==> config.mk <==
export PLATFORM = sky130hd
export DESIGN_NAME = mem_bus_arbiter
export DESIGN_NICKNAME = d
export VERILOG_FILES = /design/src/rtl/mem_bus_arbiter.sv
export SDC_FILE = /design/constraint.sdc
export NUM_CORES = 1
export LEC_CHECK = 0
export CAP_MARGIN = 20
export CORE_AREA = 2 2 197 199
export CTS_CLUSTER_DIAMETER = 100
export DETAILED_ROUTE_END_ITERATION = 8
export DIE_AREA = 0 0 199 201
export GPL_ROUTABILITY_DRIVEN = 0
export PLACE_DENSITY = 0.66
export SYNTH_ARGS = -nofsm -noshare
export SYNTH_HDL_FRONTEND = slang
export SYNTH_SLANG_ARGS = --single-unit
export TNS_END_PERCENT = 5
==> constraint.sdc <==
create_clock -name clk -period 2.9 [get_ports clk]
set_input_delay 0.58 -clock clk [delete_from_list [all_inputs] [get_ports clk]]
set_output_delay 0.58 -clock clk [all_outputs]
set_load 0.005 [all_outputs]
==> src/rtl/mem_bus_arbiter.sv <==
// mem_bus_arbiter: shares one single-beat memory port between the fetch unit
// (ireq_*/iresp_*) and the load/store unit (dreq_*/dresp_*).
// One transaction in flight at a time: IDLE grants, BUSY holds the registered
// request on mreq_* until mresp_ready, DONE pulses the owner's data_ok.
// Ports:
//   clk, rst            clock, synchronous active-low reset
//   ireq_*/iresp_*      fetch request (64b addr) / 32b instruction response
//   dreq_*/dresp_*      data request (addr, size, strobe, wdata) / 64b response
//   mreq_*/mresp_*      memory request fields / completion + read data
// Build option: define ARB_RR_EN for round-robin tie-break; otherwise a tie
// always grants the data port.
module mem_bus_arbiter (
  input  logic        clk,
  input  logic        rst,
  input  logic        ireq_valid,
  input  logic [63:0] ireq_addr,
  output logic        iresp_data_ok,
  output logic [31:0] iresp_data,
  input  logic        dreq_valid,
  input  logic [63:0] dreq_addr,
  input  logic [2:0]  dreq_size,
  input  logic [7:0]  dreq_strobe,
  input  logic [63:0] dreq_data,
  output logic        dresp_data_ok,
  output logic [63:0] dresp_data,
  output logic        mreq_valid,
  output logic        mreq_write,
  output logic [63:0] mreq_addr,
  output logic [2:0]  mreq_size,
  output logic [7:0]  mreq_strobe,
  output logic [63:0] mreq_wdata,
  input  logic        mresp_ready,
  input  logic [63:0] mresp_rdata
);

  localparam int unsigned AW = 64;
  localparam int unsigned DW = 64;
  localparam int unsigned SW = 3;
  localparam int unsigned BW = 8;

  typedef enum logic [1:0] {IDLE = 2'd0, BUSY = 2'd1, DONE = 2'd2} state_e;

  localparam logic OWN_I = 1'b0;
  localparam logic OWN_D = 1'b1;

  state_e          state_q, state_d;
  logic            owner_q, owner_d;
  logic [AW-1:0]   addr_q, addr_d;
  logic [SW-1:0]   size_q, size_d;
  logic [BW-1:0]   strobe_q, strobe_d;
  logic [DW-1:0]   wdata_q, wdata_d;
  logic            write_q, write_d;
  logic [DW-1:0]   rdata_q, rdata_d;
  logic            tie_to_d;
  logic            grant_is_d;

  // Who wins when both requesters are valid in IDLE
`ifdef ARB_RR_EN
  assign tie_to_d = (owner_q == OWN_I);
`else
  assign tie_to_d = 1'b1;
`endif

  // Next-state and request-register update
  always_comb begin
    state_d    = state_q;
    owner_d    = owner_q;
    addr_d     = addr_q;
    size_d     = size_q;
    strobe_d   = strobe_q;
    wdata_d    = wdata_q;
    write_d    = write_q;
    rdata_d    = rdata_q;
    grant_is_d = 1'b0;
    case (state_q)
      IDLE: begin
        if (ireq_valid || dreq_valid) begin
          grant_is_d = dreq_valid && (!ireq_valid || tie_to_d);
          state_d    = BUSY;
          if (grant_is_d) begin
            owner_d  = OWN_D;
            addr_d   = dreq_addr;
            size_d   = dreq_size;
            strobe_d = dreq_strobe;
            wdata_d  = dreq_data;
            write_d  = |dreq_strobe;
          end else begin
            owner_d  = OWN_I;
            addr_d   = ireq_addr;
            size_d   = SW'(2);
            strobe_d = '0;
            wdata_d  = '0;
            write_d  = 1'b0;
          end
        end
      end
      BUSY: begin
        if (mresp_ready) begin
          rdata_d = mresp_rdata;
          state_d = DONE;
        end
      end
      DONE:    state_d = IDLE;
      default: state_d = IDLE;
    endcase
  end

  // State and request registers; reset abandons any in-flight transaction
  always_ff @(posedge clk) begin
    if (!rst) begin
      state_q  <= IDLE;
      owner_q  <= OWN_D;
      addr_q   <= '0;
      size_q   <= '0;
      strobe_q <= '0;
      wdata_q  <= '0;
      write_q  <= 1'b0;
      rdata_q  <= '0;
    end else begin
      state_q  <= state_d;
      owner_q  <= owner_d;
      addr_q   <= addr_d;
      size_q   <= size_d;
      strobe_q <= strobe_d;
      wdata_q  <= wdata_d;
      write_q  <= write_d;
      rdata_q  <= rdata_d;
    end
  end

  // Outputs decoded only from registered state
  assign mreq_valid    = (state_q == BUSY);
  assign mreq_write    = write_q;
  assign mreq_addr     = addr_q;
  assign mreq_size     = size_q;
  assign mreq_strobe   = strobe_q;
  assign mreq_wdata    = wdata_q;
  assign iresp_data_ok = (state_q == DONE) && (owner_q == OWN_I);
  assign dresp_data_ok = (state_q == DONE) && (owner_q == OWN_D);
  // Fetch word picked by the latched address, not the live one
  assign iresp_data    = addr_q[2] ? rdata_q[63:32] : rdata_q[31:0];
  assign dresp_data    = rdata_q;

endmodule

==> run summary, run 1 <==
Status: finished clean
Antenna-violating nets left: 0
Drt pass-1 iters: 5
Fin. max-slew vios: 0
Largest family of logic cells by synthesized area: compound AO/OA/AOI/OAI gates
CORE AREA: 38100 sq um
Placement Setup Slack: 0.609 ns
Reg2reg end: mreq_wdata[24]$_SDFFE_PN0P_
1st-iter DRT viols: 427
CP max-delay cell: clkdlybuf4s50_1
Min-Delay Path Depth: 2
Mapped Area: 8910 sq um
Reg2reg start: state_q[1]$_SDFFE_PN0P_
Worst Hold End: mreq_write$_SDFFE_PN0P_
CP Buf/Inv Count: 2
Post_cts resized: 0
Post-synthesis register bit count: 207
DR vias: 8785
Kind of critical path: reg -> out
Worst Skew: 0.0171 ns
Endpoint class of the critical path: primary output
Vias/cell: 4.48
Dpl cell area: 14500 sq um
CTS tree: built
Area grow syn2layout: 72.2%
Compound-Gate Fraction of Synth Area: 23.4%
Clock sink count: 207
Reg2reg setup slack: 0.94 ns
Total GRT Usage: 15.8%
Syn Area/Cell: 9.25 sq um
Number of global-route vias before repair: 8698
I/O pin total: 511
Post-DP HPWL: 24200 um
Final Setup Violations: 0
Max rail drop VDD: 0.430 mV
Hold_buf cts: 0
CP required: 2.32 ns
Synthesized Nets: 1235
RSZ-0062 raised after global routing: false
PD cells: 535 nW/um^2
Simple-gate share of the synthesized area: 13.7%
Slew @ Worst Pin: 0.695 ns
Synth Instances: 963
Post-Route WL: 33300 um
Drt wl/cell: 17.0 um
Crit start category: flip-flop
# diodes: 0
Setup TNS Final: 0 ns
Crit path largest cell delay: 0.45 ns
Setup Buffers After CTS: 0
Initial antenna violation count: 2
Root Buffer: clkbuf_16
Crit path max fanout: 33
Starting Density: 23.4%
Post-synthesis cell type count: 31
CP cell instances: buf_4 > mux2_2 > clkdlybuf4s50_1
Grt total ovfl: 0
Die height: 201 um
Fin nets: 1698
Setup ws final: 0.149 ns
Delay-heaviest family, CP: buffers and inverters
H-Tree Depth: 1
Final Cycle Share: 94.9%
Post-synthesis adder-cell area fraction: 0%
Num CTS Buffers: 25
Clock transition at the registers of the reported paths: 0.06 ns
Yosys warns: 0
Largest net degree at the start of global routing: 111
DRC viols: 0
Row cnt: 72
Layout cells sized above 1: 7.20%
Full die area: 40000 sq um
Final Util: 40.3%
Crit path time final: 2.75 ns
Fin cells: 1962
Max cap viols: 0
Final non-filler cell area: 15300 sq um
First-pass GRT wire length: 49600 um
Relative slew slack: 53.6%
Critical Path AT: 2.17 ns
Leakage power: 6.16 nW
Reg2reg path depth: 4
Mux share of post-synthesis cell area: 11.2%
Post-synthesis xor/xnor area fraction: 0%
Worst hold path type: reg -> reg
Max Fclk: 364 MHz
Final Hold Fails: 0
Die width: 199 um
Worst-skew pair later-pin latency: 0.53 ns
Worst path depth: 3
Port buffer count: 510
Placed instance count: 1917
Post-synthesis sequential area ratio: 46.5%
Clock buffer depth: 3
HP Start: mreq_write$_SDFFE_PN0P_
[synthesized netlist by cell type (all sizes together)]
| cell | n | area (sq um) |
|---|---|---|
| nor2 | 3 | 35.0 |
| and2 | 1 | 6.26 |
| o21ai | 76 | 380 |
| buf | 55 | 309 |
| or2 | 2 | 12.5 |
| nand2 | 204 | 766 |
| nor2b | 2 | 12.5 |
| o221a | 1 | 11.3 |
| nand3b | 1 | 7.51 |
| mux2 | 32 | 360 |
| or4 | 2 | 15.0 |
| o211ai | 1 | 7.51 |
| mux2i | 64 | 641 |
| nor3b | 2 | 20.0 |
| inv | 1 | 3.75 |
| clkbuf | 39 | 151 |
| o211a | 64 | 641 |
| dfxtp | 207 | 4140 |
| a21boi | 138 | 1040 |
| and3b | 2 | 17.5 |
| nand3 | 65 | 325 |
| o21a | 1 | 7.51 |
[report_power, final]
group / internal (mW) / switching [mW] / leakage (nW)
clock network: 2.08 / 1.29 / 0.431
logic: 0.995 / 0.656 / 4.03
registers: 3.06 / 0.129 / 1.70
total: 6.14 / 2.07 / 6.16
[cell type report]
| class | count | area [sq um] |
|---|---|---|
| Fill cell | 3807 | 22800 |
| Timing Repair Buffer | 530 | 5350 |
| Multi-Input combinational cell | 661 | 4320 |
| Sequential cell | 207 | 4150 |
| Clock buffer | 31 | 668 |
| Tap cell | 518 | 648 |
| Clock inverter | 14 | 209 |
| Inverter | 1 | 3.75 |
[how the worst max path moves through the flow]
stage	startpoint	to	slack, ns
2_1_floorplan	mreq_addr[2]$_SDFFE_PN0P_	iresp_data[10]	1.21
3_3_place_gp	ireq_valid	mreq_wdata[3]$_SDFFE_PN0P_	0.66
3_5_place_dp	ireq_valid	mreq_wdata[24]$_SDFFE_PN0P_	0.61
4_1_cts	mreq_addr[2]$_SDFFE_PN0P_	iresp_data[13]	0.08
5_1_grt	mreq_addr[2]$_SDFFE_PN0P_	iresp_data[13]	0.1
6_report	mreq_addr[2]$_SDFFE_PN0P_	iresp_data[3]	0.15
[sequential cells by signal (all words and copies together), names as in the netlist]
signal and flops:
dresp_data 64, mreq_addr 64, mreq_wdata 64, mreq_strobe 8
mreq_size 3, state_q 2, mreq_write 1, owner_q 1
[layer usage]
layer | up-vias | GRT usage (%) | part of all wire [%]
met1 | 4099 | 18.6 | 41
met3 | 59 | 4.25 | 7.7
met4 | 4 | 5.70 | 3.0
met2 | 336 | 27.3 | 48
met5 | - | 0 | 0.072
li1 | 4287 | - | -
[cells in the final DEF (no fill, tap or decap), types with 4 or more instances in the layout]
master,instances
buf_12,8
clkinv_2,5
nand3_1,65
clkdlybuf4s50_1,508
nand2_1,204
mux2i_1,64
a21boi_1,11
mux2_2,32
dfxtp_1,206
clkbuf_16,25
clkbuf_1,4
buf_4,13
o211a_1,64
o21ai_0,76
bufinv_16,5
a21boi_0,127
[metrics by stage]
step / power, mW / hold WS [ns]
after global routing: 8.58 / 0.496
after CTS: 8.34 / 0.458
final: 8.21 / 0.453
after global placement: 4.89 / 0.445
after detailed placement: 4.91 / 0.450
after floorplan: 3.86 / 0.452
[cell families (layout without fill, tap and decap cells)]
| logic type | Yosys count | count (layout) |
|---|---|---|
| AOI/OAI and AO/OA | 281 | 281 |
| buffers and inverters | 95 | 576 |
| DFF | 207 | 207 |
| muxes | 96 | 96 |
| and+or+nand+nor | 284 | 284 |
[worst min-delay path: cells and delay by family, from the launching register on]
family | cells | cell delay [ns]
simple gates | 1 | 0.05
compound gates | 1 | 0.05
flops | 1 | 0.30
Power figures use the tool's default switching activity.
==> run 2: changes to the inputs <==
Settings changed: CAP_MARGIN 20 to 15.
==> results of run 2 <==
Final layout, timing and power as in run 1 (identical DEF).
==> run 3: changes to the inputs <==
Settings changed: CORE_AREA 2 2 197 199 to 5 5 195 197, DIE_AREA 0 0 199 201 to 0 0 200 202, PLACE_DENSITY 0.66 to 0.68.
==> run summary, run 3 (same netlist as run 1, synthesis figures left out) <==
Setup Buffers After CTS: 0
Placed instance count: 1871
Hold_buf cts: 0
Grt total ovfl: 0
Total GRT Usage: 16.0%
Dpl cell area: 14500 sq um
First-pass GRT wire length: 51900 um
Crit path max fanout: 33
Setup TNS Final: 0 ns
Endpoint class of the critical path: primary output
Placement Setup Slack: 0.570 ns
PD cells: 521 nW/um^2
Worst hold path type: reg -> reg
Relative slew slack: 53.4%
Reg area: 4150 sq um
Fin. max-slew vios: 0
Reg2reg end: mreq_wdata[9]$_SDFFE_PN0P_
Max Fclk: 363 MHz
Clock transition at the registers of the reported paths: 0.06 ns
Post_cts resized: 0
Final non-filler cell area: 15300 sq um
Post-DP HPWL: 25700 um
Reg2reg setup slack: 0.99 ns
Drt wl/cell: 18.0 um
Die width: 200 um
Worst Hold End: mreq_size[0]$_SDFFE_PN0P_
WHS: 0.467 ns
RSZ-0062 raised after global routing: false
Antenna-violating nets left: 0
Largest net degree at the start of global routing: 77
Fin cells: 1916
Slew @ Worst Pin: 0.699 ns
Initial antenna violation count: 1
Row cnt: 70
Clock buffer depth: 3
CTS tree: built
Worst Skew: 0.0149 ns
I/O pin total: 511
Final Setup Violations: 0
Post-Route WL: 34600 um
Port buffer count: 510
Full die area: 40400 sq um
1st-iter DRT viols: 314
Drt pass-1 iters: 5
Final Power: 7.98 mW
Vias/cell: 4.63
Final Util: 42.4%
Layout cells sized above 1: 7.53%
Leakage power: 6.18 nW
DRC viols: 0
Root Buffer: clkbuf_16
Area grow syn2layout: 71.8%
Num CTS Buffers: 26
Commonest cells after routing, fill and taps aside: clkdlybuf4s50_1 (508), dfxtp_1 (206), nand2_1 (204)
CORE AREA: 36100 sq um
CP required: 2.32 ns
Reg2reg start: state_q[1]$_SDFFE_PN0P_
Crit path time final: 2.76 ns
Starting Density: 24.7%
Min-Delay Path Depth: 2
Kind of critical path: reg -> out
# diodes: 0
H-Tree Depth: 1
Status: finished clean
Most common cell after layout, fill and taps aside: clkdlybuf4s50_1
Setup ws final: 0.144 ns
Final Cycle Share: 95.0%
Critical Path AT: 2.18 ns
Crit start category: flip-flop
Filler cells: 3538
Clock sink count: 207
DR vias: 8862
Reg2reg path depth: 4
Number of global-route vias before repair: 9063
Area of the multi-input gates: 4320 sq um
Max rail drop VDD: 0.348 mV
Die height: 202 um
Final Hold Fails: 0
Fin nets: 1703
HP Start: mreq_size[0]$_SDFFE_PN0P_
Max cap viols: 0
Worst-skew pair later-pin latency: 0.52 ns
run 3: cell count changes in the layout (fill, tap and decap cells not counted), sizes merged:
cell / change
clkbuf: +8
inv: -1
buf: +4
clkinv: -2
bufinv: -5
run 3: where the power goes:
part	internal, mW	leakage (nW)	switching (mW)
combinational	1.00	4.05	0.663
clock	1.91	0.421	1.21
sequential	3.06	1.70	0.127
run 3: critical path: stages, from the launching register on:
cell	delay (ns)
dfxtp_2	0.34
buf_4	0.39
mux2_2	0.39
clkdlybuf4s50_1	0.48
run 3: worst max-delay path by stage:
stage,from,to,slack (ns)
2_1_floorplan,mreq_addr[2]$_SDFFE_PN0P_,iresp_data[10],1.21
3_3_place_gp,ireq_valid,mreq_wdata[8]$_SDFFE_PN0P_,0.62
3_5_place_dp,ireq_valid,mreq_wdata[29]$_SDFFE_PN0P_,0.57
4_1_cts,mreq_addr[2]$_SDFFE_PN0P_,iresp_data[19],0.09
5_1_grt,mreq_addr[2]$_SDFFE_PN0P_,iresp_data[19],0.05
6_report,mreq_addr[2]$_SDFFE_PN0P_,iresp_data[19],0.14
run 3: per-layer routing:
layer / wire length (um) / up-vias / global-route usage (%)
li1: - / 4296 / -
met1: 13700 / 4128 / 19.5
met2: 16500 / 369 / 26.7
met3: 3290 / 67 / 5.03
met4: 1050 / 2 / 5.09
met5: 13 / - / 0
run 3: layout make-up:
type | instances | area share, %
clock inverters | 6 | 0.237
flip-flops and latches | 207 | 27.1
inverters | 1 | 0.0245
clock buffers | 39 | 5.30
repair buffers | 534 | 35.3
well taps | 468 | 3.83
multi-input cells | 661 | 28.2
